[config.mk]
export PLATFORM = sky130hd
export DESIGN_NAME = ram_uart_tx_framer
export DESIGN_NICKNAME = d
export VERILOG_FILES = /design/src/rtl/picnic_uart_pkg.sv /design/src/rtl/uart_byte_tx.sv /design/src/rtl/ram_uart_tx_framer.sv
export SDC_FILE = /design/constraint.sdc
export NUM_CORES = 1
export LEC_CHECK = 0
export CAP_MARGIN = 25
export CORE_AREA = 3 3 84 86
export DETAILED_ROUTE_END_ITERATION = 10
export DIE_AREA = 0 0 87 89
export REMOVE_ABC_BUFFERS = 1
export SYNTH_ARGS = -nofsm -noshare
export SYNTH_HDL_FRONTEND = slang
export SYNTH_HIERARCHICAL = 1
export SYNTH_SLANG_ARGS = --single-unit
[constraint.sdc]
create_clock -name sys_clk -period 2.3 [get_ports sys_clk]
set_input_delay 0.23 -clock sys_clk [delete_from_list [all_inputs] [get_ports sys_clk]]
set_output_delay 0.23 -clock sys_clk [all_outputs]
set_load 0.01 [all_outputs]
[src/rtl/picnic_uart_pkg.sv]
// Shared UART framing constants, framer state encoding and baud divisor helper.
package picnic_uart_pkg;

    typedef enum logic [2:0] {
        S_IDLE = 3'd0,
        S_ADDR = 3'd1,
        S_WAIT = 3'd2,
        S_LOAD = 3'd3,
        S_SEND = 3'd4,
        S_CSUM = 3'd5,
        S_DONE = 3'd6
    } state_t;

    localparam logic UART_START_BIT = 1'b0;
    localparam logic UART_STOP_BIT  = 1'b1;
    localparam int   UART_DATA_BITS = 8;

    function automatic int clks_per_bit(input int clk_freq, input int baud);
        return clk_freq / baud;
    endfunction

endpackage

[src/rtl/uart_byte_tx.sv]
// Single 8N1 byte serialiser: start bit, eight data bits LSB first, stop bit.
module uart_byte_tx
    import picnic_uart_pkg::*;
#(
    parameter int CLKS_PER_BIT = 10
) (
    input  logic                      sys_clk,
    input  logic                      sys_rst_n,
    input  logic                      i_load,
    input  logic [UART_DATA_BITS-1:0] i_data,
    output logic                      o_txd,
    output logic                      o_tx_busy,
    output logic                      o_tx_done
);

    localparam int              BW        = (CLKS_PER_BIT > 1) ? $clog2(CLKS_PER_BIT) : 1;
    localparam int              FW        = UART_DATA_BITS + 1;
    localparam logic [BW-1:0]   BAUD_LAST = BW'(CLKS_PER_BIT - 1);
    localparam logic [BW-1:0]   BAUD_PRE  = BW'(CLKS_PER_BIT - 2);
    localparam logic [3:0]      BIT_LAST  = 4'(UART_DATA_BITS + 1);

    logic [FW-1:0] r_frame;
    logic [3:0]    r_bit_cnt;
    logic [BW-1:0] r_baud_cnt;
    logic          r_txd;
    logic          r_busy;
    logic          r_done;

    // Bit/baud sequencing; done is raised during the final stop-bit cycle so the
    // framer can react exactly at stop-bit end.
    always_ff @(posedge sys_clk or negedge sys_rst_n) begin
        if (!sys_rst_n) begin
            r_txd      <= UART_STOP_BIT;
            r_busy     <= 1'b0;
            r_done     <= 1'b0;
            r_bit_cnt  <= 4'd0;
            r_baud_cnt <= {BW{1'b0}};
            r_frame    <= {FW{1'b1}};
        end else begin
            r_done <= r_busy && (r_bit_cnt == BIT_LAST) && (r_baud_cnt == BAUD_PRE);
            if (!r_busy) begin
                if (i_load) begin
                    r_busy     <= 1'b1;
                    r_txd      <= UART_START_BIT;
                    r_frame    <= {UART_STOP_BIT, i_data};
                    r_bit_cnt  <= 4'd0;
                    r_baud_cnt <= {BW{1'b0}};
                end
            end else if (r_baud_cnt == BAUD_LAST) begin
                r_baud_cnt <= {BW{1'b0}};
                if (r_bit_cnt == BIT_LAST) begin
                    r_busy <= 1'b0;
                    r_txd  <= UART_STOP_BIT;
                end else begin
                    r_bit_cnt <= r_bit_cnt + 4'd1;
                    r_txd     <= r_frame[0];
                    r_frame   <= {UART_STOP_BIT, r_frame[FW-1:1]};
                end
            end else begin
                r_baud_cnt <= r_baud_cnt + BW'(1);
            end
        end
    end

    assign o_txd     = r_txd;
    assign o_tx_busy = r_busy;
    assign o_tx_done = r_done;

endmodule

[src/rtl/ram_uart_tx_framer.sv]
// Streams NUM_BYTES bytes from a byte RAM out as UART 8N1 frames.
// Optional trailing checksum byte: define RAM_UART_TX_CSUM_EN.
module ram_uart_tx_framer
    import picnic_uart_pkg::*;
#(
    parameter int CLK_FREQ  = 50_000_000,
    parameter int BAUD      = 115_200,
    parameter int AW        = 15,
    parameter int BASE_ADDR = 0,
    parameter int NUM_BYTES = 32
) (
    input  logic          sys_clk,
    input  logic          sys_rst_n,
    input  logic          i_start,
    input  logic [7:0]    i_ram_dout,
    output logic [AW-1:0] o_ram_addr,
    output logic          o_uart_txd,
    output logic          o_busy,
    output logic          o_done
);

    localparam int            CPB      = clks_per_bit(CLK_FREQ, BAUD);
    localparam int            IW       = $clog2(NUM_BYTES + 1);
    localparam logic [AW-1:0] BASE     = AW'(BASE_ADDR);
    localparam logic [IW-1:0] LAST_CNT = IW'(NUM_BYTES);

    state_t        r_state;
    state_t        w_state_nxt;
    logic [IW-1:0] r_index;
    logic [IW-1:0] w_index_inc;
    logic [AW-1:0] r_ram_addr;
    logic          r_busy;
    logic          r_done;
    logic          w_tx_load;
    logic [7:0]    w_tx_data;
    logic          w_txd;
    logic          w_tx_busy;
    logic          w_tx_done;
`ifdef RAM_UART_TX_CSUM_EN
    logic [7:0]    r_csum;
    logic [1:0]    r_gap;
`endif

    assign w_index_inc = r_index + IW'(1);

    // State register
    always_ff @(posedge sys_clk or negedge sys_rst_n) begin
        if (!sys_rst_n) begin
            r_state <= S_IDLE;
        end else begin
            r_state <= w_state_nxt;
        end
    end

    // Next-state decode and byte launch strobe
    always_comb begin
        w_state_nxt = r_state;
        w_tx_load   = 1'b0;
        w_tx_data   = i_ram_dout;
        case (r_state)
            S_IDLE: begin
                if (i_start) w_state_nxt = S_ADDR;
                else         w_state_nxt = S_IDLE;
            end
            S_ADDR: w_state_nxt = S_WAIT;
            S_WAIT: w_state_nxt = S_LOAD;
            S_LOAD: begin
                if (!w_tx_busy) begin
                    w_tx_load   = 1'b1;
                    w_state_nxt = S_SEND;
                end else begin
                    w_state_nxt = S_LOAD;
                end
            end
            S_SEND: begin
                if (!w_tx_done)                w_state_nxt = S_SEND;
                else if (w_index_inc < LAST_CNT) w_state_nxt = S_ADDR;
`ifdef RAM_UART_TX_CSUM_EN
                else                           w_state_nxt = S_CSUM;
`else
                else                           w_state_nxt = S_DONE;
`endif
            end
`ifdef RAM_UART_TX_CSUM_EN
            S_CSUM: begin
                w_tx_data = 8'd0 - r_csum;
                if (r_gap == 2'd2)                    w_tx_load   = 1'b1;
                else if (r_gap == 2'd3 && w_tx_done)  w_state_nxt = S_DONE;
                else                                  w_state_nxt = S_CSUM;
            end
`endif
            S_DONE: begin
                if (!i_start) w_state_nxt = S_IDLE;
                else          w_state_nxt = S_DONE;
            end
            default: w_state_nxt = S_IDLE;
        endcase
    end

    // Registered datapath: address, index, handshake flags and checksum
    always_ff @(posedge sys_clk or negedge sys_rst_n) begin
        if (!sys_rst_n) begin
            r_ram_addr <= BASE;
            r_busy     <= 1'b0;
            r_done     <= 1'b0;
            r_index    <= {IW{1'b0}};
`ifdef RAM_UART_TX_CSUM_EN
            r_csum     <= 8'd0;
            r_gap      <= 2'd0;
`endif
        end else begin
            case (r_state)
                S_IDLE: begin
                    if (i_start) begin
                        r_busy  <= 1'b1;
                        r_index <= {IW{1'b0}};
`ifdef RAM_UART_TX_CSUM_EN
                        r_csum  <= 8'd0;
`endif
                    end
                end
                S_ADDR: r_ram_addr <= BASE + AW'(r_index);
`ifdef RAM_UART_TX_CSUM_EN
                S_LOAD: r_csum <= r_csum + i_ram_dout;
`endif
                S_SEND: begin
                    if (w_tx_done) begin
                        r_index <= w_index_inc;
`ifdef RAM_UART_TX_CSUM_EN
                        r_gap   <= 2'd0;
`endif
                        if (w_state_nxt == S_DONE) begin
                            r_busy <= 1'b0;
                            r_done <= 1'b1;
                        end
                    end
                end
`ifdef RAM_UART_TX_CSUM_EN
                S_CSUM: begin
                    if (r_gap != 2'd3) r_gap <= r_gap + 2'd1;
                    if (w_state_nxt == S_DONE) begin
                        r_busy <= 1'b0;
                        r_done <= 1'b1;
                    end
                end
`endif
                S_DONE: begin
                    if (!i_start) r_done <= 1'b0;
                end
                default: ;
            endcase
        end
    end

    uart_byte_tx #(
        .CLKS_PER_BIT (CPB)
    ) u_byte_tx (
        .sys_clk   (sys_clk),
        .sys_rst_n (sys_rst_n),
        .i_load    (w_tx_load),
        .i_data    (w_tx_data),
        .o_txd     (w_txd),
        .o_tx_busy (w_tx_busy),
        .o_tx_done (w_tx_done)
    );

    assign o_ram_addr = r_ram_addr;
    assign o_uart_txd = w_txd;
    assign o_busy     = r_busy;
    assign o_done     = r_done;

endmodule

==> flow_metrics.env <==
export IMPL_antenna_found_initial=0
export IMPL_syn_area_um2=2236
export IMPL_grt_max_degree=42
export IMPL_synthCells=219
export IMPL_path_max_fanout=16
export IMPL_reg2reg_slack_ns=0.48
export IMPL_route_vias_total=1577
export IMPL_gp_congestion=0.7793
export IMPL_finalWirelength_mm=4.082
export IMPL_skew_ns=0.01092
export IMPL_avgViaCountPerCell=4.991
export IMPL_synth_seq_cells=41
export IMPL_yosys_warnings=6
export IMPL_place_hpwl_mm=2.866
export IMPL_ys_flop_type="dfrtp_1"
export IMPL_cts_tree="built"
export IMPL_rr_worst_depth=6
export IMPL_post_drt_wl_per_cell_um=12.92
export IMPL_overflow=0
export IMPL_first_global_vias=1497
export IMPL_area_growth_pct=14.49
export IMPL_synth_avg_cell_area_um2=10.21
export IMPL_drtIter0Drc=62
export IMPL_worst_setup_path_type="register to register"
export IMPL_post_cts_buffers=0
export IMPL_grt_util_all_layers_pct=11.47
export IMPL_fin_util_pct=40.32
export IMPL_leakagePower_uw=0.001167
export IMPL_endpoint_kind="register"
export IMPL_drv_cap=0
export IMPL_core_area_um2=6350
export IMPL_die_h_um=89
export IMPL_postSynth_asyncResetShare_pct=100.0
export IMPL_status="finished clean"
export IMPL_clk_latency_ns=0.30
export IMPL_cts_buffers=5
export IMPL_reg2reg_to="u_byte_tx/r_frame[3]"
export IMPL_diodes=0
export IMPL_postRouteAntennaNets=0
export IMPL_tightest_slew_ns=0.8801
export IMPL_min_period_over_period_pct=78.94
export IMPL_relSlewSlack_pct=41.32
export IMPL_setup_violations=0
export IMPL_fmax_ghz=0.5508
export IMPL_yosysUniqueCellTypes=54
export IMPL_io_buffers=19
export IMPL_grt_pass1_wl_mm=7.003
export IMPL_yosysSeqAreaShare_pct=46.39
export IMPL_core_rowCount=29
export IMPL_fp_dieW_um=87
export IMPL_postCtsResizedCells=0
export IMPL_dieArea_um2=7743
export IMPL_p_per_area_nw_per_um2=833.3
export IMPL_htree_levels=2
export IMPL_dr_pass1_iters=4
export IMPL_clockBufferDepth=2
export IMPL_initial_core_util_pct=35.21
export IMPL_maxSlewViolCount=0
export IMPL_rsz0062_at_grt="false"
export IMPL_drc=0
export IMPL_cts_root_buf="clkbuf_8"
export IMPL_ios=29
export IMPL_worstPathRequired_ns=2.52
export IMPL_cts_hold_buffers=0
export IMPL_period_needed_ns=1.816
export IMPL_drive_gt1_share_pct=17.57
export IMPL_hp_class="primary input to asynchronous set/reset pin"
export IMPL_crit_path_start_kind="register"
export IMPL_fin_nets=255
export IMPL_clk_pin_slew_ns=0.08
export IMPL_timing_rr_start="r_state[1]"
export IMPL_critPathArrivalTime_ns=2.04
export IMPL_final_hold_violation_count=0
export IMPL_synth_edf_count=0
export IMPL_tns_ns=0
export IMPL_peakVddDrop_mv=0.5286
export IMPL_clkSinkCount=41
[logic make-up after synthesis]
family / Yosys count / synth area share [%]
AND/OR/NAND/NOR: 73 / 17.96
AO/OA/AOI/OAI: 53 / 16.17
flip-flops: 41 / 46.39
buffers and inverters: 26 / 6.995
multiplexers: 16 / 7.779
adder cells (fa/ha/maj): 6 / 3.357
XOR/XNOR: 3 / 1.175
other: 1 / 0.1677
[cells in the final DEF (no fill, tap or decap), drive strengths merged, types with 6 or more instances in the layout]
master         instances
clkdlybuf4s50         18
mux2i                  8
nand3                  9
mux2                   8
o21ai                 24
clkbuf                 6
conb                   9
inv                    9
dfstp                  9
a22o                   6
dfrtp                 32
ha                     6
nand2                 26
nor2                  13
[layout make-up]
class | count | area, um2
fill | 601 | 3790
multi-input combinational | 160 | 1072
sequential | 41 | 1037
timing repair buffer | 21 | 200.2
tap | 77 | 96.34
clock buffer | 6 | 82.58
clock inverter | 2 | 37.54
inverter | 9 | 33.78
[state kept, by name, summed over array words and instances, names as in the netlist]
signal / flops
o_ram_addr: 6
u_byte_tx/o_tx_busy: 1
r_state: 3
o_done: 1
r_index: 6
u_byte_tx/o_txd: 1
u_byte_tx/r_baud_cnt: 9
u_byte_tx/o_tx_done: 1
u_byte_tx/r_frame: 8
u_byte_tx/r_bit_cnt: 4
o_busy: 1
[worst max path at each step]
stage | start | to | slack (ns) | cells past startpoint
after global placement | r_state[1] | u_byte_tx/r_frame[3] | 0.59 | 6
after detailed placement | r_state[1] | u_byte_tx/r_frame[2] | 0.54 | 6
after CTS | r_state[1] | u_byte_tx/r_frame[3] | 0.49 | 6
final | r_state[1] | u_byte_tx/r_frame[3] | 0.48 | 6
after floorplan | u_byte_tx/o_tx_busy | u_byte_tx/r_bit_cnt[3] | 0.30 | 5
after global routing | r_state[1] | u_byte_tx/r_frame[5] | 0.31 | 6
[synth_stat cells (2+ instances only)]
library cell | instances | area [um2]
a21oi_1 | 5 | 25.02
and3_1 | 2 | 12.51
o21ai_2 | 2 | 17.52
a31oi_1 | 4 | 25.02
o21a_1 | 2 | 15.01
buf_2 | 2 | 10.01
dfstp_2 | 9 | 236.5
nand2_1 | 26 | 97.59
dfrtp_1 | 32 | 800.8
ha_1 | 6 | 75.07
xor2_1 | 2 | 17.52
nand4bb_1 | 2 | 22.52
inv_1 | 8 | 30.03
o21ai_0 | 14 | 70.07
nand2b_1 | 4 | 25.02
o21ai_1 | 8 | 40.04
buf_4 | 13 | 97.59
o41ai_1 | 2 | 17.52
a22o_1 | 6 | 52.55
nor2_1 | 12 | 45.04
mux2_2 | 7 | 78.83
nor3_1 | 3 | 15.01
a21o_1 | 3 | 22.52
mux2i_1 | 8 | 80.08
nand3_1 | 8 | 40.04
[per-stage QoR]
| stage | std cells | total power, uW | hold WS [ns] | cell area, um2 | worst slack [ns] |
|---|---|---|---|---|---|
| 3_3_place_gp | 308 | 1520 | 0.4138 | 2440 | 0.5901 |
| 5_1_grt | 316 | 2288 | 0.1234 | 2560 | 0.3070 |
| 2_1_floorplan | 210 | 1346 | -0.06559 | 2143 | 0.3014 |
| 3_5_place_dp | 308 | 1541 | 0.4080 | 2440 | 0.5383 |
| 4_1_cts | 316 | 2161 | 0.08273 | 2560 | 0.4945 |
| 6_report | 316 | 2133 | 0.04554 | 2560 | 0.4843 |
[metal layers]
metal	GRT usage [%]	routed length, um	vias to the layer above	share of wire (%)
met2	18.36	1861	33	46
met4	3.824	52	0	1.3
met5	0	0	-	0
met1	15.09	1986	744	49
li1	-	-	793	-
met3	3.041	182	7	4.5
[critical path, stage by stage (launching register included)]
cell      delay [ns]
dfrtp_1         0.55
nand2b_1        0.12
nor3_1          0.34
nor2b_1         0.23
a41oi_2         0.09
buf_4           0.24
o21ai_0         0.18
[where the power goes]
part           internal, uW  switching [uW]
Clock                   353             259
Combinational           250             211
Sequential              905             155
Note: power is estimated with default switching activity, not from simulation.
